===== config.mk =====
export PLATFORM = sky130hd
export DESIGN_NAME = mux_sel_arbiter
export DESIGN_NICKNAME = d
export VERILOG_FILES = /design/src/rtl/mux_sel_arbiter.sv
export SDC_FILE = /design/constraint.sdc
export NUM_CORES = 1
export LEC_CHECK = 0
export ABC_AREA = 1
export BUFFER_PORTS_ARGS = -buffer_cell sky130_fd_sc_hd__buf_2
export CAP_MARGIN = 20
export CORE_MARGIN = 4
export CORE_UTILIZATION = 32
export CTS_BUF_LIST = sky130_fd_sc_hd__clkbuf_16
export CTS_CLUSTER_DIAMETER = 120
export CTS_CLUSTER_SIZE = 16
export DETAILED_ROUTE_END_ITERATION = 16
export GPL_TIMING_DRIVEN = 0
export SLEW_MARGIN = 10
export SYNTH_ARGS = -nofsm -noshare
export SYNTH_HDL_FRONTEND = slang
export SYNTH_SLANG_ARGS = --single-unit

===== constraint.sdc =====
create_clock -name clk -period 1.3 [get_ports clk]
set_input_delay 0.26 -clock clk [delete_from_list [all_inputs] [get_ports clk]]
set_output_delay 0.26 -clock clk [all_outputs]
set_load 0.02 [all_outputs]

===== src/rtl/mux_sel_arbiter.sv =====
// mux_sel_arbiter
// Two-requester round-robin arbiter that drives the se/en controls of a
// downstream 2:1 tristate mux. A turnaround window (en=0) of DEAD_CYC cycles
// follows every grant release, so two sources never drive y at the same time.
// All outputs are registered. There are no combinational paths from inputs to outputs.
//
// Parameters:
//   DEAD_CYC  turnaround cycles after every release (1..15)
//   HOLD_MAX  maximum contended grant length (2..255), hold-limit build only
//
// Optional feature macro: MUX_ARB_HOLD_LIMIT_EN
//   When defined, an owner is forced off the bus after HOLD_MAX grant
//   cycles if the other side is requesting.
//
// Ports:
//   clk    in   rising-edge clock
//   rst    in   synchronous active-high reset
//   req_a  in   source A requests the bus (level)
//   req_b  in   source B requests the bus (level)
//   gnt_a  out  A owns y this cycle
//   gnt_b  out  B owns y this cycle
//   se     out  mux select, 1 = a, 0 = b
//   en     out  mux enable, 1 = drive y, 0 = tristate
//   busy   out  arbiter is in any state other than IDLE

module mux_sel_arbiter #(
  parameter int DEAD_CYC = 1,
  parameter int HOLD_MAX = 8
) (
  input  logic clk,
  input  logic rst,
  input  logic req_a,
  input  logic req_b,
  output logic gnt_a,
  output logic gnt_b,
  output logic se,
  output logic en,
  output logic busy
);

  typedef enum logic [1:0] {
    IDLE  = 2'd0,
    GNT_A = 2'd1,
    GNT_B = 2'd2,
    TURN  = 2'd3
  } state_t;

  state_t     state;
  state_t     state_nxt;
  logic       last_b;
  logic [3:0] turn_cnt;
  logic       turn_done;
  logic       win_a;
  logic       win_b;
  logic       force_rel_a;
  logic       force_rel_b;

  // Round-robin winner: a lone requester wins; on a tie the side that was
  // not granted last wins (last_b=1 means B held the bus most recently).
  always_comb begin
    win_a = req_a & (~req_b | last_b);
    win_b = req_b & (~req_a | ~last_b);
  end

  assign turn_done = (turn_cnt == 4'(DEAD_CYC - 1));

`ifdef MUX_ARB_HOLD_LIMIT_EN
  logic [7:0] hold_cnt;
  logic       hold_sat;

  assign hold_sat    = (hold_cnt == 8'(HOLD_MAX - 1));
  assign force_rel_a = hold_sat & req_b;
  assign force_rel_b = hold_sat & req_a;

  // Grant-length counter. It clears whenever a grant starts and saturates,
  // so an uncontended owner re-checks the limit on every cycle after that.
  always_ff @(posedge clk) begin
    if (rst) begin
      hold_cnt <= 8'd0;
    end else if ((state_nxt == GNT_A || state_nxt == GNT_B) && state_nxt != state) begin
      hold_cnt <= 8'd0;
    end else if ((state == GNT_A || state == GNT_B) && !hold_sat) begin
      hold_cnt <= hold_cnt + 8'd1;
    end
  end
`else
  assign force_rel_a = 1'b0;
  assign force_rel_b = 1'b0;
`endif

  // Next-state logic. Arbitration happens only in IDLE and on the final
  // TURN cycle. TURN is never shortened by incoming requests.
  always_comb begin
    state_nxt = state;
    case (state)
      IDLE: begin
        if (win_a)      state_nxt = GNT_A;
        else if (win_b) state_nxt = GNT_B;
      end
      GNT_A: begin
        if (!req_a || force_rel_a) state_nxt = TURN;
      end
      GNT_B: begin
        if (!req_b || force_rel_b) state_nxt = TURN;
      end
      TURN: begin
        if (turn_done) begin
          if (win_a)      state_nxt = GNT_A;
          else if (win_b) state_nxt = GNT_B;
          else            state_nxt = IDLE;
        end
      end
      default: state_nxt = IDLE;
    endcase
  end

  // State, bookkeeping and output registers. Outputs are decoded from the
  // next state so they become valid immediately after the deciding edge.
  // se is not driven in IDLE/TURN, so it keeps the last owner's value.
  always_ff @(posedge clk) begin
    if (rst) begin
      state    <= IDLE;
      last_b   <= 1'b1;
      turn_cnt <= 4'd0;
      gnt_a    <= 1'b0;
      gnt_b    <= 1'b0;
      se       <= 1'b0;
      en       <= 1'b0;
      busy     <= 1'b0;
    end else begin
      state <= state_nxt;

      if (state == TURN && state_nxt == TURN) begin
        turn_cnt <= turn_cnt + 4'd1;
      end else begin
        turn_cnt <= 4'd0;
      end

      if (state_nxt == GNT_A && state != GNT_A) begin
        last_b <= 1'b0;
      end else if (state_nxt == GNT_B && state != GNT_B) begin
        last_b <= 1'b1;
      end

      gnt_a <= (state_nxt == GNT_A);
      gnt_b <= (state_nxt == GNT_B);
      en    <= (state_nxt == GNT_A) || (state_nxt == GNT_B);
      busy  <= (state_nxt != IDLE);

      if (state_nxt == GNT_A) begin
        se <= 1'b1;
      end else if (state_nxt == GNT_B) begin
        se <= 1'b0;
      end
    end
  end

endmodule


; Yosys cells after proc, flatten, opt, wreduce, memory -nomap -nowiden
; Index checks and enable logic that the tools add are counted.
[totals]
register_bits = 12
input_bits = 4
output_inout_bits = 5
elab_cells = 47
[classes]
addsub = 1
n_eq_ne = 8
n_mux = 12
bitwise_logic = 8
reduce_logical = 10
[op_table]
columns = cell, n
row1 = $mux 2, 7
row2 = $eq 2x2->1 const B, 4
row3 = $pmux 2 s4, 1
row4 = $reduce_bool 2->1, 3
row5 = $add 4x1->4 const B, 1
row6 = $eq 2x1->1 const B, 2
row7 = $logic_not 4->1, 1
row8 = $mux 1, 4
row9 = $not 1->1, 4
row10 = $logic_and 1x1->1, 3
row11 = $and 1x1->1, 2
row12 = $logic_not 2->1, 1
row13 = $ne 2x1->1 const B, 1
row14 = $ne 2x2->1 const B, 1
row15 = $or 1x1->1, 2
row16 = $reduce_or 2->1, 1
row17 = $logic_or 1x1->1, 1

; Logic depth before layout (Yosys ltp)
; Gate-level depths: netlist of the first run.
[logic_depth]
word_depth = 11
ltp_mapped = 10
ltp_nobuf = 10

; Worst setup path before layout of the first run
; No wires, ideal clock.
[synth_timing]
path_kind = reg2reg
startpoint = register turn_cnt[0]
endpoint = register last_b
setup_time_ns = 0.109
arrival_time_ns = 1.129
t_required_ns = 1.191
path_slack_ns = 0.062
stages_incl_launch_ff = 11
path_buffers = 0
synth_period_minus_slack_ns = 1.238
cell_sequence = dfxtp_1 inv_1 ha_1 nand2_1 nor2_1 nand3_1 nand3_2 nor2_4 nand2_1 nand2_1 inv_1
[synth_between]
elab_chain_len = 6
word_cells_on_any_way = 9
classes_between = eq/ne: 2 / mux: 3 / reduce/logical: 4
[synth_lines]
columns = item, line
row1 = start: declaration, 51  ; logic [3:0] turn_cnt;
row2 = start signal: assignment, 134  ; turn_cnt <= turn_cnt + 4'd1;
row3 = $logic_not 4->1 (*), 65  ; assign turn_done = (turn_cnt == 4'(DEAD_CYC - 1));
row4 = $mux 2 (*), 107  ; if (turn_done) begin
row5 = $pmux 2 s4 (*), 95  ; case (state)
row6 = $eq 2x1->1 or $eq 2x2->1 (tied branches), "139, 141"
row7 = $logic_and 1x1->1 (on tied branches), "139, 141"
row8 = $mux 1 or $reduce_bool 2->1 (tied branches), n/a
row9 = end signal: assignment, 123  ; last_b <= 1'b1;
row10 = end signal: assignment, 140  ; last_b <= 1'b0;
row11 = end signal: assignment, 142  ; last_b <= 1'b1;
row12 = end: declaration, 50  ; logic last_b;
; Every way passes the cells marked *; elsewhere a longest branch is shown, timed or not.
; A chain may end at the register's enable or synchronous reset.

; Worst setup path in the final report of the first run
; Same ends and word-level chain as after synthesis.

==> metrics.cfg, run 1 <==
[run_status]
status=complete, no violations

[timing]
slew_violations=0
relSlewSlack_pct=87.6
tightest_slew_ns=0.185
clock_skew_ns=0.000661
finalCritPeriodShare_pct=93.0
max_freq_mhz=827
period_minus_slack_ns=1.21
tns_ns=0
setup_viol=0
hold_ws_ns=0.260
rsz0062_at_grt=true
hold_viol=0

[global_route]
grt_pass1_wl_um=1780
gr-usage-all-layers_pct=10.2
grt_max_degree=7
grt_pass1_vias=423
antenna_found_initial=0
grt_overflow_total=0

[logic_synthesis]
syn_area_per_cell_sq_um=7.41
async_flop_share_pct=0
synth_top_area_cell=dfxtp_1
synth_area_sq_um=556
syn-num-nets=81
synth_area_leaders=dfxtp_1 43%, nand2_1 12%, inv_1 7.4%, nand3_1 7.2%, nor2_1 6.8%
synth-edff-count=0
synth_top_area_share_pct=43.2
yosys_warnings=0
synth.distinct_cells=17
synthCells=75
synth_seq_cells=12
synth_most_common_cell=nand2_1
synth-main-ff-cell=dfxtp_1
yosys-top-cells-count=18 x nand2_1, 12 x dfxtp_1, 11 x inv_1, 10 x nor2_1, 8 x nand3_1
ys_seq_area_share_pct=43.2

[worst_setup_path]
criticalPathCategory=flop to flop
critPathArrivalTime_ns=1.35
cp_slowest_cell=dfxtp_2
cp.required_ns=1.44
cp_slowest_stage_delay_ns=0.34
path_buf_inv=2
cp_max_fo=3
cp_top_family=simple AND/OR/NAND/NOR gates
cp_cell_sequence=inv_2, ha_4, nand2_2, nor2_2, nand3_2, nand3_2, nor2_4, nand2_1, nand2_1, inv_1
cp-end-kind=flop
critPathLaunchType=flop

[floorplan]
num_rows=14
die_area_sq_um=2470
coreArea_sq_um=1580
ios=9
die_height_um=49.7
die_w_um=49.7
start_util_pct=35.2

[clocking]
cts_tree=done
cts-buffers-inserted=3
clock_sinks=12
root_buffer=clkbuf_16
hold_buffers=0
h-tree-depth=1
clk_latency_ns=0.24
cts_buffer_depth=2
cts.clk_slew.worst_paths_ns=0.04

[power]
power_density_nw_per_um2=1970
swShare_pct=31.3
clkPwrFrac_pct=38.2
p_sw_uw=449
pwr-share-comb_pct=27.0
seqPwrFrac_pct=34.8
internal_power_uw=984
leakagePower_nw=0.361
peakVddDrop_mv=0.702

[finish]
area_delta_synth_final_pct=30.9
nNetsFinal=95
num_antenna_cells=0
layout-drive-gt1-share_pct=34.5
final_util_pct=46.1
fin_area_sq_um=727

[detailed_routing]
routed_wl_um=982
dr_total_vias=462
antenna_left=0
routedWlPerCell_um=9.53
drc_errors=0
drt-pass1-iter-count=4
drt_iter0_drc=4
viasPerCell=4.49

[placement]
dp_hpwl_um=708
place_congestion=0.776
port_buffers=8
postPlaceCellArea_sq_um=616

[min_path]
hp-class=input pin to flop

[flow_run]
max-cap-violations=0

-- sequential cells by signal (all words and copies together), names as in the netlist --
register / flops
state: 2
turn_cnt: 4
se: 1
gnt_b: 1
busy: 1
gnt_a: 1
en: 1
last_b: 1
-- power groups by stage --
stage	registers, mW	clock network (mW)	logic (mW)
after floorplan	0.557	0	0.223
after global placement	0.500	0	0.377
after detailed placement	0.499	0	0.380
after CTS	0.494	0.563	0.386
after global routing	0.508	0.584	0.446
final	0.498	0.548	0.387
-- placed cells by master, fill, tap and decap left out, drive strengths merged --
cell and count:
nand2 18, inv 14, dfxtp 12, nor2 11
nand3 11, buf 9, clkbuf 3, clkinv 2
o21ai 2, ha 2, nand3b 1, xor2 1
xnor2 1
-- layer usage --
metal	vias up	track usage, %	wire (um)	share of wire, %
met5	-	0	0	0
met4	0	12.4	55	5.6
met3	5	3.92	39	4.0
met2	8	13.0	424	43
met1	198	11.5	463	47
li1	251	-	-	-
-- layout make-up --
cell class / instances / area (sq um)
fillers: 137 / 850
flip-flops and latches: 12 / 244
repair buffers: 9 / 47.5
well taps: 16 / 20.0
inverters: 16 / 61.3
clock buffers: 3 / 75.1
multi-input cells: 47 / 279
-- cells by family (layout without fill, tap and decap cells) --
kind of cell             count (synthesis)  count (layout)  synth area share (%)
AND/OR/NAND/NOR                         41              41                  36.3
buffers and inverters                   16              28                  11.0
flip-flops                              12              12                  43.2
adder cells (fa/ha/maj)                  2               2                  4.50
AO/OA/AOI/OAI                            2               2                  1.80
XOR/XNOR                                 2               2                  3.15
-- stage by stage --
step	cells	power, mW	worst slack [ns]
final	103	1.43	0.0910
after global routing	103	1.54	-0.0123
after floorplan	75	0.781	0.0621
after CTS	102	1.44	0.00433
after detailed placement	99	0.879	-0.0540
after global placement	99	0.877	-0.0319
-- final timing paths --
check | end | from | depth (start not counted) | slack (ns)
worst max register to register | last_b | turn_cnt[0] | 10 | 0.09
worst min-delay path | state[1] | rst | 2 | 0.26
worst max-delay path | last_b | turn_cnt[0] | 10 | 0.09
worst min register to register | turn_cnt[0] | turn_cnt[0] | 1 | 0.43
-- what timing repair did --
item	in CTS	in global routing
endpoints found under the setup margin	4	8
hold endpoints to repair	0	0
resized for setup	1	10
setup buffers	0	1
pin swaps	1	7
-- worst reg2reg max path: stages, from the launching register on --
cell	delay, ns
dfxtp_2	0.34
inv_2	0.05
ha_4	0.15
nand2_2	0.05
nor2_2	0.04
nand3_2	0.08
nand3_2	0.12
nor2_4	0.15
nand2_1	0.06
nand2_1	0.05
inv_1	0.03
Note: power is estimated with default switching activity, not from simulation.
==> run 2: changes to the inputs <==
--- a/config.mk
+++ b/config.mk
@@ -5,7 +5,6 @@
 export SDC_FILE = /design/constraint.sdc
 export NUM_CORES = 1
 export LEC_CHECK = 0
-export ABC_AREA = 1
 export BUFFER_PORTS_ARGS = -buffer_cell sky130_fd_sc_hd__buf_2
 export CAP_MARGIN = 20
 export CORE_MARGIN = 4
==> metrics.cfg, run 2 <==
[worst_setup_path]
timing.rr.end=turn_cnt[1]
critPathArrivalTime_ns=1.49
cp_slowest_cell=or4_4
criticalPathCategory=flop to flop
cp_max_fo=4
rr_worst_depth=5
r2r-start=turn_cnt[0]
cp.required_ns=1.47
cp_slowest_stage_delay_ns=0.46
cp-end-kind=flop
path_buf_inv=1
cp_top_family=simple AND/OR/NAND/NOR gates
cp_cell_sequence=inv_2, ha_4, nor3b_4, or4_4, nor2_1
ff2ff_setup_slack_ns=-0.01
critPathLaunchType=flop

[global_route]
grt_max_degree=11
antenna_found_initial=0
grt_overflow_total=0
grt_pass1_vias=447
grt_pass1_wl_um=1960
gr-usage-all-layers_pct=11.2

[clocking]
cts.clk_slew.worst_paths_ns=0.04
cts_buffer_depth=2
hold_buffers=0
cts-buffers-inserted=3
clk_latency_ns=0.24
cts_tree=done
clock_sinks=12
h-tree-depth=1
root_buffer=clkbuf_16

[timing]
setup_viol=3
relSlewSlack_pct=82.5
period_minus_slack_ns=1.31
finalCritPeriodShare_pct=101
layout_setup_ws_ns=-0.0144
max_freq_mhz=761
clock_skew_ns=0.00239
rsz0062_at_grt=true
hold_viol=0
tns_ns=-0.0329
slew_violations=0
tightest_slew_ns=0.262

[finish]
num_antenna_cells=0
nNetsFinal=80
reg_top3=turn_cnt (4), state (2)
multiInputGateArea_sq_um=347
largest_register=turn_cnt
layout_common_cells=9 x nor2_1, 9 x dfxtp_1, 8 x buf_2
regArea_sq_um=244
largest_reg_flops=4
fillers=133
fin_area_sq_um=767
layout-drive-gt1-share_pct=45.2
area_delta_synth_final_pct=41.6

[logic_synthesis]
synth-main-ff-cell=dfxtp_1
synth.distinct_cells=28
ys_seq_area_share_pct=44.3
yosys-top-cells-count=12 x dfxtp_1, 11 x nor2_1, 5 x inv_1, 3 x a21oi_1, 3 x nand2_1
synth_seq_cells=12
async_flop_share_pct=0
synth_most_common_cell=dfxtp_1
syn_area_per_cell_sq_um=9.03
synth_top_area_cell=dfxtp_1
syn-num-nets=66
synthCells=60
synth_area_leaders=dfxtp_1 44%, nor2_1 7.6%, ha_1 4.6%, inv_1 3.5%, a21oi_1 2.8%
synth_top_area_share_pct=44.3
yosys_warnings=0
synth-edff-count=0
synth_area_sq_um=542

[detailed_routing]
routed_wl_um=1180
routedWlPerCell_um=13.2
drc_errors=0
drt-pass1-iter-count=2
drt_iter0_drc=4
viasPerCell=5.09
dr_total_vias=453
antenna_left=0

[floorplan]
start_util_pct=34.8
coreArea_sq_um=1560
die_area_sq_um=2420
die_height_um=49.1
ios=9
die_w_um=49.1
num_rows=14

[power]
power_density_nw_per_um2=1490
clkPwrFrac_pct=49.1
seqPwrFrac_pct=36.3
internal_power_uw=867
p_sw_uw=279
leakagePower_nw=0.321
peakVddDrop_mv=0.731
pwr-share-comb_pct=14.6
swShare_pct=24.3

[min_path]
worst_hold_path.num_cells=3
hp-class=input pin to flop
whs_endpoint=busy
hp-start=req_a

[placement]
port_buffers=7
preCtsSetupSlack_ns=-0.116
dp_hpwl_um=746
place_congestion=0.669
postPlaceCellArea_sq_um=598

[run_status]
violations=setup timing
status=complete, but fails checks

[flow_run]
max-cap-violations=0

-- run 2: worst max-delay path by stage --
stage                startpoint     endpoint  cells after the start
finish              turn_cnt[0]  turn_cnt[1]                      5
global route        turn_cnt[0]           en                      6
CTS                 turn_cnt[0]        gnt_b                      6
detailed placement  turn_cnt[0]        gnt_b                      6
global placement    turn_cnt[0]        gnt_b                      6
floorplan           turn_cnt[0]       last_b                      6
-- run 2: area by class of cell --
cell class / count / area share (%)
sequential: 12 / 31.8
clock buffer: 3 / 9.79
buffer: 1 / 0.653
inverter: 6 / 2.94
multi-input combinational: 41 / 45.2
timing repair buffer: 9 / 6.53
clock inverter: 1 / 0.489
tap: 16 / 2.61
-- run 2: cell families (layout without fill, tap and decap cells) --
| kind of cell | Yosys count | count (layout) | share of synthesized area [%] |
|---|---|---|---|
| simple gates | 25 | 25 | 26.6 |
| compound gates | 12 | 12 | 16.2 |
| flops | 12 | 12 | 44.3 |
| buf+inv | 7 | 20 | 5.08 |
| fa+ha+maj | 2 | 2 | 4.62 |
| xor+xnor | 2 | 2 | 3.23 |
-- run 2: power groups by stage --
stage          Clock, mW  Sequential (mW)  Combinational, mW
2_1_floorplan          0            0.433             0.0844
3_3_place_gp           0            0.417              0.136
3_5_place_dp           0            0.417              0.138
4_1_cts            0.571            0.411              0.148
5_1_grt            0.600            0.419              0.183
6_report           0.563            0.416              0.167
-- run 2: worst reg2reg max path, stage by stage, from the launching register on --
cell and delay, ns:
dfxtp_2 0.33, inv_2 0.05, ha_4 0.15, nor3b_4 0.15
or4_4 0.46, nor2_1 0.11
-- run 2: layer usage --
| layer | vias to the layer above | part of all wire, % | track usage [%] |
|---|---|---|---|
| li1 | 230 | - | - |
| met1 | 212 | 45 | 12.5 |
| met2 | 7 | 49 | 17.4 |
| met3 | 4 | 2.5 | 2.75 |
| met4 | 0 | 3.3 | 9.95 |
| met5 | - | 0 | 0 |
-- run 2: what timing repair did --
action                                 4_1_cts  5_1_grt
endpoints found under the hold margin        0        0
setup endpoints to repair                   10       11
pin swaps                                    5        5
setup buffers                                2        0
gates resized for setup                      9        8
-- run 2: through the flow --
stage | hold slack (ns) | util, % | instances | total power, mW
after detailed placement | 0.436 | 38.4 | 83 | 0.555
after CTS | 0.298 | 46.4 | 89 | 1.13
after floorplan | 0.385 | - | 60 | 0.517
after global routing | 0.333 | 49.2 | 89 | 1.20
final | 0.325 | 49.2 | 89 | 1.15
after global placement | 0.417 | 38.4 | 83 | 0.553
